[config.mk]
export PLATFORM = sky130hd
export DESIGN_NAME = uart_packet_receiver
export DESIGN_NICKNAME = d
export VERILOG_FILES = /design/src/rtl/uart_packet_receiver.sv
export SDC_FILE = /design/constraint.sdc
export NUM_CORES = 1
export LEC_CHECK = 0
export CAP_MARGIN = 5
export CELL_PAD_IN_SITES_DETAIL_PLACEMENT = 0
export CELL_PAD_IN_SITES_GLOBAL_PLACEMENT = 2
export CORE_AREA = 5 5 226 228
export CTS_CLUSTER_DIAMETER = 30
export CTS_CLUSTER_SIZE = 14
export DETAILED_ROUTE_END_ITERATION = 12
export DIE_AREA = 0 0 231 233
export MAX_ROUTING_LAYER = met4
export PLACE_DENSITY = 0.87
export SLEW_MARGIN = 40
export SYNTH_ARGS = -nofsm -noshare
export SYNTH_HDL_FRONTEND = slang
export SYNTH_SLANG_ARGS = --single-unit
[constraint.sdc]
create_clock -name clk_i -period 6.9 [get_ports clk_i]
set_input_delay 1.38 -clock clk_i [delete_from_list [all_inputs] [get_ports clk_i]]
set_output_delay 1.38 -clock clk_i [all_outputs]
set_load 0.01 [all_outputs]
[src/rtl/uart_packet_receiver.sv]
// -----------------------------------------------------------------------------
// uart_packet_receiver
//   Framing front-end between a UART byte deserializer and a word loader.
//   Hunts for a sync byte, reads a length byte (in words), packs the payload
//   little-endian into W_D-bit words, and buffers them in a word FIFO with a
//   valid/ready output. A trailing checksum byte is verified and each packet
//   ends with a one-cycle PKT_DONE or PKT_ERR pulse.
//
//   Frame: SYNC, LEN (1..255 words), LEN*BPW payload bytes, CSUM
//          CSUM = (LEN + sum of payload bytes) mod 256
//
//   Optional feature: define UART_PKT_TIMEOUT_EN to abort a frame after
//   TIMEOUT_CYCLES idle cycles between bytes (ERR_CODE 11).
//
// Ports
//   clk_i         system clock
//   rst_n_i       asynchronous active-low reset
//   rx_data_i     received byte, qualified by rx_en_i
//   rx_en_i       one-cycle byte strobe (no backpressure)
//   out_data_o    FIFO head word (0 when empty)
//   out_last_o    head word is the last word of its packet
//   out_valid_o   FIFO non-empty
//   out_ready_i   consumer pops head when out_valid_o && out_ready_i
//   pkt_done_o    pulse: frame complete, checksum matched
//   pkt_err_o     pulse: frame aborted or checksum mismatch
//   err_code_o    with pkt_err_o: 01 checksum, 10 zero length, 11 timeout
//   ovf_o         sticky: a completed word was dropped on a full FIFO
//   busy_o        FSM is not hunting for sync
//
// States
//   state     | meaning
//   ----------+---------------------------------------------
//   ST_HUNT   | waiting for SYNC_BYTE, other bytes ignored
//   ST_LENGTH | next byte is the word count
//   ST_DATA   | collecting payload bytes into words
//   ST_CSUM   | next byte is the checksum
// -----------------------------------------------------------------------------
module uart_packet_receiver #(
  parameter int         W_D            = 32,
  parameter int         W_FIFO_A       = 4,
  parameter logic [7:0] SYNC_BYTE      = 8'hA5,
  parameter int         TIMEOUT_CYCLES = 100000
) (
  input  logic           clk_i,
  input  logic           rst_n_i,
  input  logic [7:0]     rx_data_i,
  input  logic           rx_en_i,
  output logic [W_D-1:0] out_data_o,
  output logic           out_last_o,
  output logic           out_valid_o,
  input  logic           out_ready_i,
  output logic           pkt_done_o,
  output logic           pkt_err_o,
  output logic [1:0]     err_code_o,
  output logic           ovf_o,
  output logic           busy_o
);

  localparam int BPW   = W_D / 8;
  localparam int DEPTH = 2 ** W_FIFO_A;
  localparam int BCW   = (BPW > 1) ? $clog2(BPW) : 1;
  localparam logic [BCW-1:0]    BYTE_LAST = BCW'(BPW - 1);
  localparam logic [W_FIFO_A:0] CNT_FULL  = (W_FIFO_A + 1)'(DEPTH);

  if ((W_D % 8) != 0 || W_D < 8) begin : g_bad_w_d
    $error("W_D must be a non-zero multiple of 8");
  end
  if (TIMEOUT_CYCLES < 1) begin : g_bad_timeout
    $error("TIMEOUT_CYCLES must be at least 1");
  end

  typedef enum logic [1:0] {
    ST_HUNT   = 2'd0,
    ST_LENGTH = 2'd1,
    ST_DATA   = 2'd2,
    ST_CSUM   = 2'd3
  } state_e;

  state_e         state_q, state_d;
  logic [7:0]     len_q, len_d;
  logic [7:0]     word_cnt_q, word_cnt_d;
  logic [7:0]     sum_q, sum_d;
  logic [BCW-1:0] byte_cnt_q, byte_cnt_d;
  logic [W_D-1:0] shift_q, shift_d, shift_nxt;
  logic           push_q, push_d;
  logic [W_D-1:0] push_data_q, push_data_d;
  logic           push_last_q, push_last_d;
  logic           done_q, done_d;
  logic           err_q, err_d;
  logic [1:0]     code_q, code_d;
  logic [8:0]     word_cnt_inc;
  logic           word_last;
  logic           timeout_fire;

  // New byte enters at the top, so after BPW bytes the first one sits in [7:0].
  if (W_D > 8) begin : g_shift_wide
    assign shift_nxt = {rx_data_i, shift_q[W_D-1:8]};
  end else begin : g_shift_byte
    assign shift_nxt = rx_data_i;
  end

  assign word_cnt_inc = {1'b0, word_cnt_q} + 9'd1;
  assign word_last    = (word_cnt_inc == {1'b0, len_q});

`ifdef UART_PKT_TIMEOUT_EN
  localparam int TW = $clog2(TIMEOUT_CYCLES + 1);
  localparam logic [TW-1:0] IDLE_LOAD = TW'(TIMEOUT_CYCLES - 1);

  // Down-counter reloaded on every byte; terminal count with no byte this
  // cycle means TIMEOUT_CYCLES idle cycles have elapsed inside a frame.
  logic [TW-1:0] idle_q;

  always_ff @(posedge clk_i or negedge rst_n_i) begin
    if (!rst_n_i) begin
      idle_q <= IDLE_LOAD;
    end else if (rx_en_i || state_q == ST_HUNT) begin
      idle_q <= IDLE_LOAD;
    end else if (idle_q != '0) begin
      idle_q <= idle_q - TW'(1);
    end
  end

  assign timeout_fire = (state_q != ST_HUNT) && !rx_en_i && (idle_q == '0);
`else
  assign timeout_fire = 1'b0;
`endif

  always_ff @(posedge clk_i or negedge rst_n_i) begin
    if (!rst_n_i) begin
      state_q     <= ST_HUNT;
      len_q       <= '0;
      word_cnt_q  <= '0;
      sum_q       <= '0;
      byte_cnt_q  <= '0;
      shift_q     <= '0;
      push_q      <= 1'b0;
      push_data_q <= '0;
      push_last_q <= 1'b0;
      done_q      <= 1'b0;
      err_q       <= 1'b0;
      code_q      <= 2'b00;
    end else begin
      state_q     <= state_d;
      len_q       <= len_d;
      word_cnt_q  <= word_cnt_d;
      sum_q       <= sum_d;
      byte_cnt_q  <= byte_cnt_d;
      shift_q     <= shift_d;
      push_q      <= push_d;
      push_data_q <= push_data_d;
      push_last_q <= push_last_d;
      done_q      <= done_d;
      err_q       <= err_d;
      code_q      <= code_d;
    end
  end

  always_comb begin
    state_d     = state_q;
    len_d       = len_q;
    word_cnt_d  = word_cnt_q;
    sum_d       = sum_q;
    byte_cnt_d  = byte_cnt_q;
    shift_d     = shift_q;
    push_d      = 1'b0;
    push_data_d = push_data_q;
    push_last_d = push_last_q;
    done_d      = 1'b0;
    err_d       = 1'b0;
    code_d      = code_q;

    if (timeout_fire) begin
      // Partial word is discarded; words already queued stay queued.
      state_d    = ST_HUNT;
      err_d      = 1'b1;
      code_d     = 2'b11;
      byte_cnt_d = '0;
      word_cnt_d = '0;
      shift_d    = '0;
    end else if (rx_en_i) begin
      unique case (state_q)
        ST_HUNT: begin
          if (rx_data_i == SYNC_BYTE) state_d = ST_LENGTH;
        end
        ST_LENGTH: begin
          if (rx_data_i == 8'h00) begin
            err_d   = 1'b1;
            code_d  = 2'b10;
            state_d = ST_HUNT;
          end else begin
            len_d      = rx_data_i;
            sum_d      = rx_data_i;
            word_cnt_d = '0;
            byte_cnt_d = '0;
            shift_d    = '0;
            state_d    = ST_DATA;
          end
        end
        ST_DATA: begin
          sum_d   = sum_q + rx_data_i;
          shift_d = shift_nxt;
          if (byte_cnt_q == BYTE_LAST) begin
            byte_cnt_d  = '0;
            word_cnt_d  = word_cnt_inc[7:0];
            push_d      = 1'b1;
            push_data_d = shift_nxt;
            push_last_d = word_last;
            if (word_last) state_d = ST_CSUM;
          end else begin
            byte_cnt_d = byte_cnt_q + BCW'(1);
          end
        end
        ST_CSUM: begin
          if (rx_data_i == sum_q) begin
            done_d = 1'b1;
          end else begin
            err_d  = 1'b1;
            code_d = 2'b01;
          end
          state_d = ST_HUNT;
        end
        default: state_d = ST_HUNT;
      endcase
    end
  end

  // Word FIFO: registered occupancy count 0..DEPTH, pointers wrap naturally.
  logic [W_D:0]        mem_q [DEPTH];
  logic [W_FIFO_A-1:0] wr_ptr_q, rd_ptr_q;
  logic [W_FIFO_A:0]   count_q;
  logic                ovf_q;
  logic                pop, push_ok;

  assign out_valid_o = (count_q != '0);
  assign pop         = out_valid_o && out_ready_i;
  // A full FIFO still takes the word when the head leaves in the same cycle.
  assign push_ok     = push_q && ((count_q != CNT_FULL) || pop);

  always_ff @(posedge clk_i) begin
    if (push_ok) mem_q[wr_ptr_q] <= {push_last_q, push_data_q};
  end

  always_ff @(posedge clk_i or negedge rst_n_i) begin
    if (!rst_n_i) begin
      wr_ptr_q <= '0;
      rd_ptr_q <= '0;
      count_q  <= '0;
      ovf_q    <= 1'b0;
    end else begin
      if (push_ok) wr_ptr_q <= wr_ptr_q + W_FIFO_A'(1);
      if (pop)     rd_ptr_q <= rd_ptr_q + W_FIFO_A'(1);
      if (push_ok && !pop)      count_q <= count_q + (W_FIFO_A + 1)'(1);
      else if (!push_ok && pop) count_q <= count_q - (W_FIFO_A + 1)'(1);
      if (push_q && !push_ok)   ovf_q <= 1'b1;
    end
  end

  // Memory is not reset, so the head is masked while the FIFO is empty.
  assign out_data_o = out_valid_o ? mem_q[rd_ptr_q][W_D-1:0] : '0;
  assign out_last_o = out_valid_o ? mem_q[rd_ptr_q][W_D]     : 1'b0;
  assign pkt_done_o = done_q;
  assign pkt_err_o  = err_q;
  assign err_code_o = code_q;
  assign ovf_o      = ovf_q;
  assign busy_o     = (state_q != ST_HUNT);

endmodule
==> results of run 1 <==
==> routing by layer <==
layer	part of all wire [%]	vias up	wire length, um
li1	-	5594	-
met3	6.4	78	3710
met5	0	-	0
met1	40	6926	23300
met4	1.9	0	1110
met2	51	483	29600
==> area by class of cell <==
cell class	count	area [sq um]	share of cell area, %
clock buffer	134	3000	9.77
tap	622	778	2.53
timing repair buffer	82	815	2.65
clock inverter	86	1200	3.90
multi-input combinational	617	6380	20.8
sequential	632	18500	60.1
inverter	17	63.8	0.208
==> through the flow <==
step,std cells,cell area (sq um)
floorplan,1339,25100
global placement,1967,26400
detailed placement,1969,26500
CTS,2189,30700
global route,2190,30700
finish,2190,30700
==> worst max-delay path: stages (launching register included) <==
cell	delay, ps
dfrtp_4	740
buf_12	290
buf_12	420
mux4_2	400
mux4_2	540
and2_1	190
clkdlybuf4s50_1	470
==> cell usage in the layout, fill, tap and decap left out, drive strengths merged, types with 4 or more instances in the layout <==
| cell type | n |
|---|---|
| clkinvlp | 14 |
| xnor2 | 12 |
| ha | 18 |
| mux4 | 165 |
| clkinv | 38 |
| nand2 | 183 |
| mux2i | 6 |
| edfxtp | 528 |
| nor2b | 4 |
| buf | 32 |
| or3 | 4 |
| mux2 | 11 |
| clkbuf | 134 |
| a31oi | 5 |
| xor2 | 7 |
| and2 | 38 |
| a21o | 4 |
| nor4 | 12 |
| nor2 | 17 |
| a21oi | 18 |
| dfrtp | 104 |
| o21ai | 50 |
| clkdlybuf4s50 | 50 |
| bufinv | 22 |
| nor3 | 10 |
| inv | 29 |
| nand3 | 14 |
==> state kept, by name, indices dropped and copies added (netlist names), named ones only <==
register     count
ovf_o            1
shift_q         24
word_cnt_q       8
sum_q            8
wr_ptr_q         4
push_q           1
err_code_o       2
push_data_q     32
mem_q          528
byte_cnt_q       2
rd_ptr_q         4
state_q          1
pkt_done_o       1
push_last_q      1
len_q            8
pkt_err_o        1
count_q          5
==> how the worst max path moves through the flow <==
stage | startpoint | end | slack (ps)
4_1_cts | rd_ptr_q[0]$_DFFE_PN0P_ | out_data_o[18] | 1620
2_1_floorplan | out_ready_i | mem_q[0][0]$_DFFE_PP_ | 1600
3_3_place_gp | rd_ptr_q[1]$_DFFE_PN0P_ | out_data_o[28] | 2350
5_1_grt | rd_ptr_q[0]$_DFFE_PN0P_ | out_data_o[18] | 1600
6_report | rd_ptr_q[1]$_DFFE_PN0P_ | out_data_o[18] | 1730
3_5_place_dp | rd_ptr_q[0]$_DFFE_PN0P_ | out_data_o[11] | 2340
==> power by group <==
group | switching [mW] | total [mW] | internal [mW]
clock network | 2.00 | 5.98 | 3.98
registers | 0.241 | 4.47 | 4.23
logic | 0.848 | 1.82 | 0.970
total | 3.09 | 12.3 | 9.18
==> cells by family (layout without fill, tap and decap cells) <==
family | count (synthesis) | count (layout) | synth area share, %
buf+inv | 90 | 319 | 1.43
compound gates | 96 | 96 | 2.25
xor+xnor | 20 | 20 | 0.758
simple gates | 299 | 299 | 5.41
flops | 632 | 632 | 73.6
fa+ha+maj | 20 | 20 | 1.06
mux | 182 | 182 | 15.5
==> impl_results.md, run 1 <==
* Synth top area cells: edfxtp_1 (63%), mux4_2 (15%), dfrtp_1 (10%)
* Met2 usage at 37.1%
* Initial antenna violation count at 0
* Clock Pin Slew Worst Setup and Hold Paths at ~50 ps
* Die area at 53,800 sq um
* Worst-skew pair later-pin latency at about 660 ps
* WP data arrival at 3790 ps
* #FFs+latches synth at 632
* Leakage at 11.4 nW
* Vias per Instance at around 6
* Routed WL at around 58 mm
* Capturing point of the worst reg2reg path: count_q[4]$_DFFE_PN0P_
* Mapped Area at 25,100 sq um
* 1st-iter DRT viols at 1,342
* H-tree depth at 3
* Hold EP: push_data_q[1]$_DFFE_PN0P_
* Synth top area share at 63.2%
* Setup ws final at ~1700 ps
* Synth area leader: edfxtp_1
* Root Buffer: clkbuf_16
* Antenna Cells at 0
* Placer Congestion at ~0.76
* Total power at 12.3 mW
* Initial Util at 51.6%
* Layout cells sized above 1 at 27.5%
* Fin nets at 1,499
* First-pass DRT Iterations at 5
* Hold buffer count at cts at 0
* Net count after synthesis at around 1.4k
* Max cap viols at 0
* Grt peak-use layer: met2
* Die Wd at between 200 and 250 um
* Clock skew at around 28 ps
* Cells after Synth at 1,339
* Clock Tree Buf Depth at 3
* DP Wirelength at 28.7 mm
* Vias at 13.1k
* Fill cells at 3,282
* Grt met1 use at 29.8%
* Synth-to-layout area growth at 22.4%
* Aggregate global-route resource usage at 22.7%
* Ys Warns at 0
* Die Ht at 233 um
* Async SR Flop Fraction at ~16%
* Postcts setup bufs at 0
* Avg Cell Area, Syn at 18.7 sq um
* Hold Path Stages at 2
* Met3 global-route usage at 4.00%
* Max Slew Vio Count at 0
* Pin count of the biggest net entering global routing at 73
* Rel. slew slack at 47.7%
* Pwr Density at 399 nW/um^2
* RSZ-0062 raised after global routing: false
* Distinct cells, synth at a little over 50
* Hold Slack at 462 ps
* Crit Reg-Reg Startpoint: count_q[0]$_DFFE_PN0P_
* Top Ports at 52
* Place WS at 2340 ps
* I/O Buffers at 51
* Total gr overflow at 0
* Crit path capture type: output port
* Post-route ant nets at 0
* Peak Freq at 193 MHz
* Resize count post-CTS at 0
* Final setup violation count at 0
* Top cells by count, synth: edfxtp_1 (528), nand2_1 (183), mux4_2 (165)
* Clock sinks at around 630
* Hold Vio Cnt, Final at 0
* Post-synthesis sequential area ratio at 73.6%
* Flop-to-flop setup slack at 3460 ps
* Post-synth EDFFs at 528
* Final clock period utilization by the worst path at 75.0%
* CP Class: reg -> out
* Hold Startpoint: shift_q[9]$_DFFE_PN0P_
* Synth Flop Type: edfxtp_1
* Min Clock Period, post-route at 5170 ps
* Worst slew pin tran at 785 ps
* Vias in the first global route at approximately 14k
* Most frequent cell after synthesis: edfxtp_1
* Crit start category: flip-flop
* TritonCTS Buffers at 117
* Num rows at between 80 and 90
* Outcome: completed
* Depth of the most critical reg-to-reg path at 11
* Hold Crit Class: reg -> reg
* Max Fanout on Critical Path at 72
* CP required at ~5500 ps
* Core area at 48,600 sq um
* WL/cell at around 26 um
* Residual DRC count at 0
* VDD IR-drop max at 0.238 mV
* Post-route setup TNS at 0 ps
* Final core occ at between 60% and 70%
* First-pass GRT wire length at 88.1 mm
* CTS tree: done
(Power assumes the default switching activity.)
==> run 2: changes to the inputs <==
--- a/config.mk
+++ b/config.mk
@@ -8,13 +8,13 @@
 export CAP_MARGIN = 5
 export CELL_PAD_IN_SITES_DETAIL_PLACEMENT = 0
 export CELL_PAD_IN_SITES_GLOBAL_PLACEMENT = 2
-export CORE_AREA = 5 5 226 228
+export CORE_AREA = 5 5 235 237
 export CTS_CLUSTER_DIAMETER = 30
 export CTS_CLUSTER_SIZE = 14
 export DETAILED_ROUTE_END_ITERATION = 12
-export DIE_AREA = 0 0 231 233
+export DIE_AREA = 0 0 240 242
 export MAX_ROUTING_LAYER = met4
-export PLACE_DENSITY = 0.87
+export PLACE_DENSITY = 0.81
 export SLEW_MARGIN = 40
 export SYNTH_ARGS = -nofsm -noshare
 export SYNTH_HDL_FRONTEND = slang
==> constraint.sdc (replaced) <==
create_clock -name clk_i -period 5.19 [get_ports clk_i]
set_input_delay 1.038 -clock clk_i [delete_from_list [all_inputs] [get_ports clk_i]]
set_output_delay 1.038 -clock clk_i [all_outputs]
set_load 0.01 [all_outputs]
==> impl_results.md, run 2 (synthesized netlist as in run 1, its figures left out) <==
* Outcome: completed
* Peak Freq at 217 MHz
* Max Fanout on Critical Path at 52
* RSZ-0062 raised after global routing: false
* Max Slew Vio Count at 0
* Clock sinks at around 630
* Routed WL at 56.4 mm
* Placer Congestion at 0.758
* Initial Util at 47.3%
* Vias per Instance at 5.70
* Worst slew pin tran at roughly 840 ps
* Top Ports at 52
* Cell total after placement at 2,044
* Initial antenna violation count at 0
* Final setup violation count at 0
* CTS tree: done
* I/O Buffers at 51
* Residual DRC count at 0
* Crit path capture type: output port
* Worst-skew pair later-pin latency at 630 ps
* First-pass DRT Iterations at 5
* Hold buffer count at cts at 0
* Pwr Density at 508 nW/um^2
* Layout cells sized above 1 at 26.6%
* Slowest CP cell: dfrtp_4
* Antenna Cells at 0
* Fin nets at 1,493
* Final clock period utilization by the worst path at around 89%
* Root Buffer: clkbuf_16
* Die Ht at 242 um
* Aggregate global-route resource usage at 20.2%
* Flop-to-flop setup slack at 1720 ps
* WL/cell at 25.0 um
* CP required at between 4000 and 5000 ps
* Pin count of the biggest net entering global routing at 54
* First-pass GRT wire length at 85.1 mm
* Crit start category: flip-flop
* Die Wd at ~240 um
* Min Clock Period, post-route at between 4000 and 5000 ps
* Number of flip-flops in the largest register at approximately 530
* VDD IR-drop max at roughly 0.33 mV
* TritonCTS Buffers at 110
* Clock Pin Slew Worst Setup and Hold Paths at 50 ps
* Hold Vio Cnt, Final at 0
* Post-route setup TNS at 0 ps
* Post-route ant nets at 0
* Postcts setup bufs at 0
* Vias at around 13k
* Total gr overflow at 0
* H-tree depth at 3
* Die area at 58,100 sq um
* Largest registers: mem_q (528), push_data_q (32), shift_q (24)
* Num rows at 85
* Clock skew at 15.5 ps
* Rel. slew slack at between 40 and 50%
* CP cell instances: buf_12 -> mux4_2 -> mux4_2 -> and2_1 -> clkdlybuf4s50_1
* Vias in the first global route at 13.5k
* Max cap viols at 0
* Clock Tree Buf Depth at 3
* CP dominant cell by count: mux4_2
* Commonest non-fill, non-tap cell in the layout: edfxtp_1
* Hold Crit Class: in -> async
* Most flop-heavy register: mem_q
* Core area at about 53,000 sq um
* Resize count post-CTS at 0
* 1st-iter DRT viols at 1,023
* Synth-to-layout area growth at 20.9%
* Commonest cells after routing, fill and taps aside: edfxtp_1 (528), nand2_1 (182), mux4_2 (165)
* WP data arrival at 3570 ps
* Leakage at 11.2 nW
* Largest stage delay, worst path at between 700 and 800 ps
* Layout Cells excl Fill at 2,252
* CP Class: reg -> out
* DP Wirelength at 28.9 mm
## run 2: path summary, 6_finish.rpt
check                      cells after the start                     from                          to
max                                            5  rd_ptr_q[0]$_DFFE_PN0P_               out_data_o[9]
min                                            1                  rst_n_i           ovf_o$_DFFE_PN0P_
max reg2reg                                   11   count_q[0]$_DFFE_PN0P_      count_q[4]$_DFFE_PN0P_
min reg2reg                                    2   shift_q[8]$_DFFE_PN0P_  push_data_q[0]$_DFFE_PN0P_
max in group asynchronous                      2                  rst_n_i  push_data_q[7]$_DFFE_PN0P_
min in group clk_i                             2   shift_q[8]$_DFFE_PN0P_  push_data_q[0]$_DFFE_PN0P_
## run 2: layout make-up
class                   count  area (sq um)
repair buffers             83           867
well taps                 696           871
fillers                  3868         22700
multi-input cells         617          6380
flip-flops and latches    632         18500
inverters                  17          63.8
clock inverters            85           827
clock buffers             122          2870
## run 2: power by group
part / switching (mW) / leakage, nW / total, mW / internal (mW)
clock network: 2.43 / 1.78 / 7.05 / 4.62
registers: 0.334 / 6.81 / 5.96 / 5.62
logic: 1.12 / 2.56 / 2.40 / 1.29
total: 3.88 / 11.2 / 15.4 / 11.5
## run 2: through the flow
stage | total power [mW] | utilization, % | cell area [sq um] | hold slack, ps | setup WS [ps]
after floorplan | 7.67 | - | 25100 | 439 | 234
after global placement | 8.47 | 50.2 | 26600 | 456 | 1180
after detailed placement | 8.51 | 50.2 | 26600 | 459 | 1170
after CTS | 15.6 | 57.2 | 30300 | 327 | 493
after global routing | 16.0 | 57.2 | 30300 | 363 | 382
final | 15.4 | 57.2 | 30300 | 344 | 579
## run 2: layer usage
layer | track usage (%) | part of all wire [%]
met3 | 3.26 | 5.2
met5 | - | 0
met2 | 31.6 | 50
met4 | 6.24 | 2.4
met1 | 27.7 | 43
## run 2: worst max-delay path: cells and delay by family (launching register included)
family | cells | cell delay, ps
multiplexers | 2 | 1080
buffers and inverters | 2 | 880
AND/OR/NAND/NOR | 1 | 170
flip-flops | 1 | 720
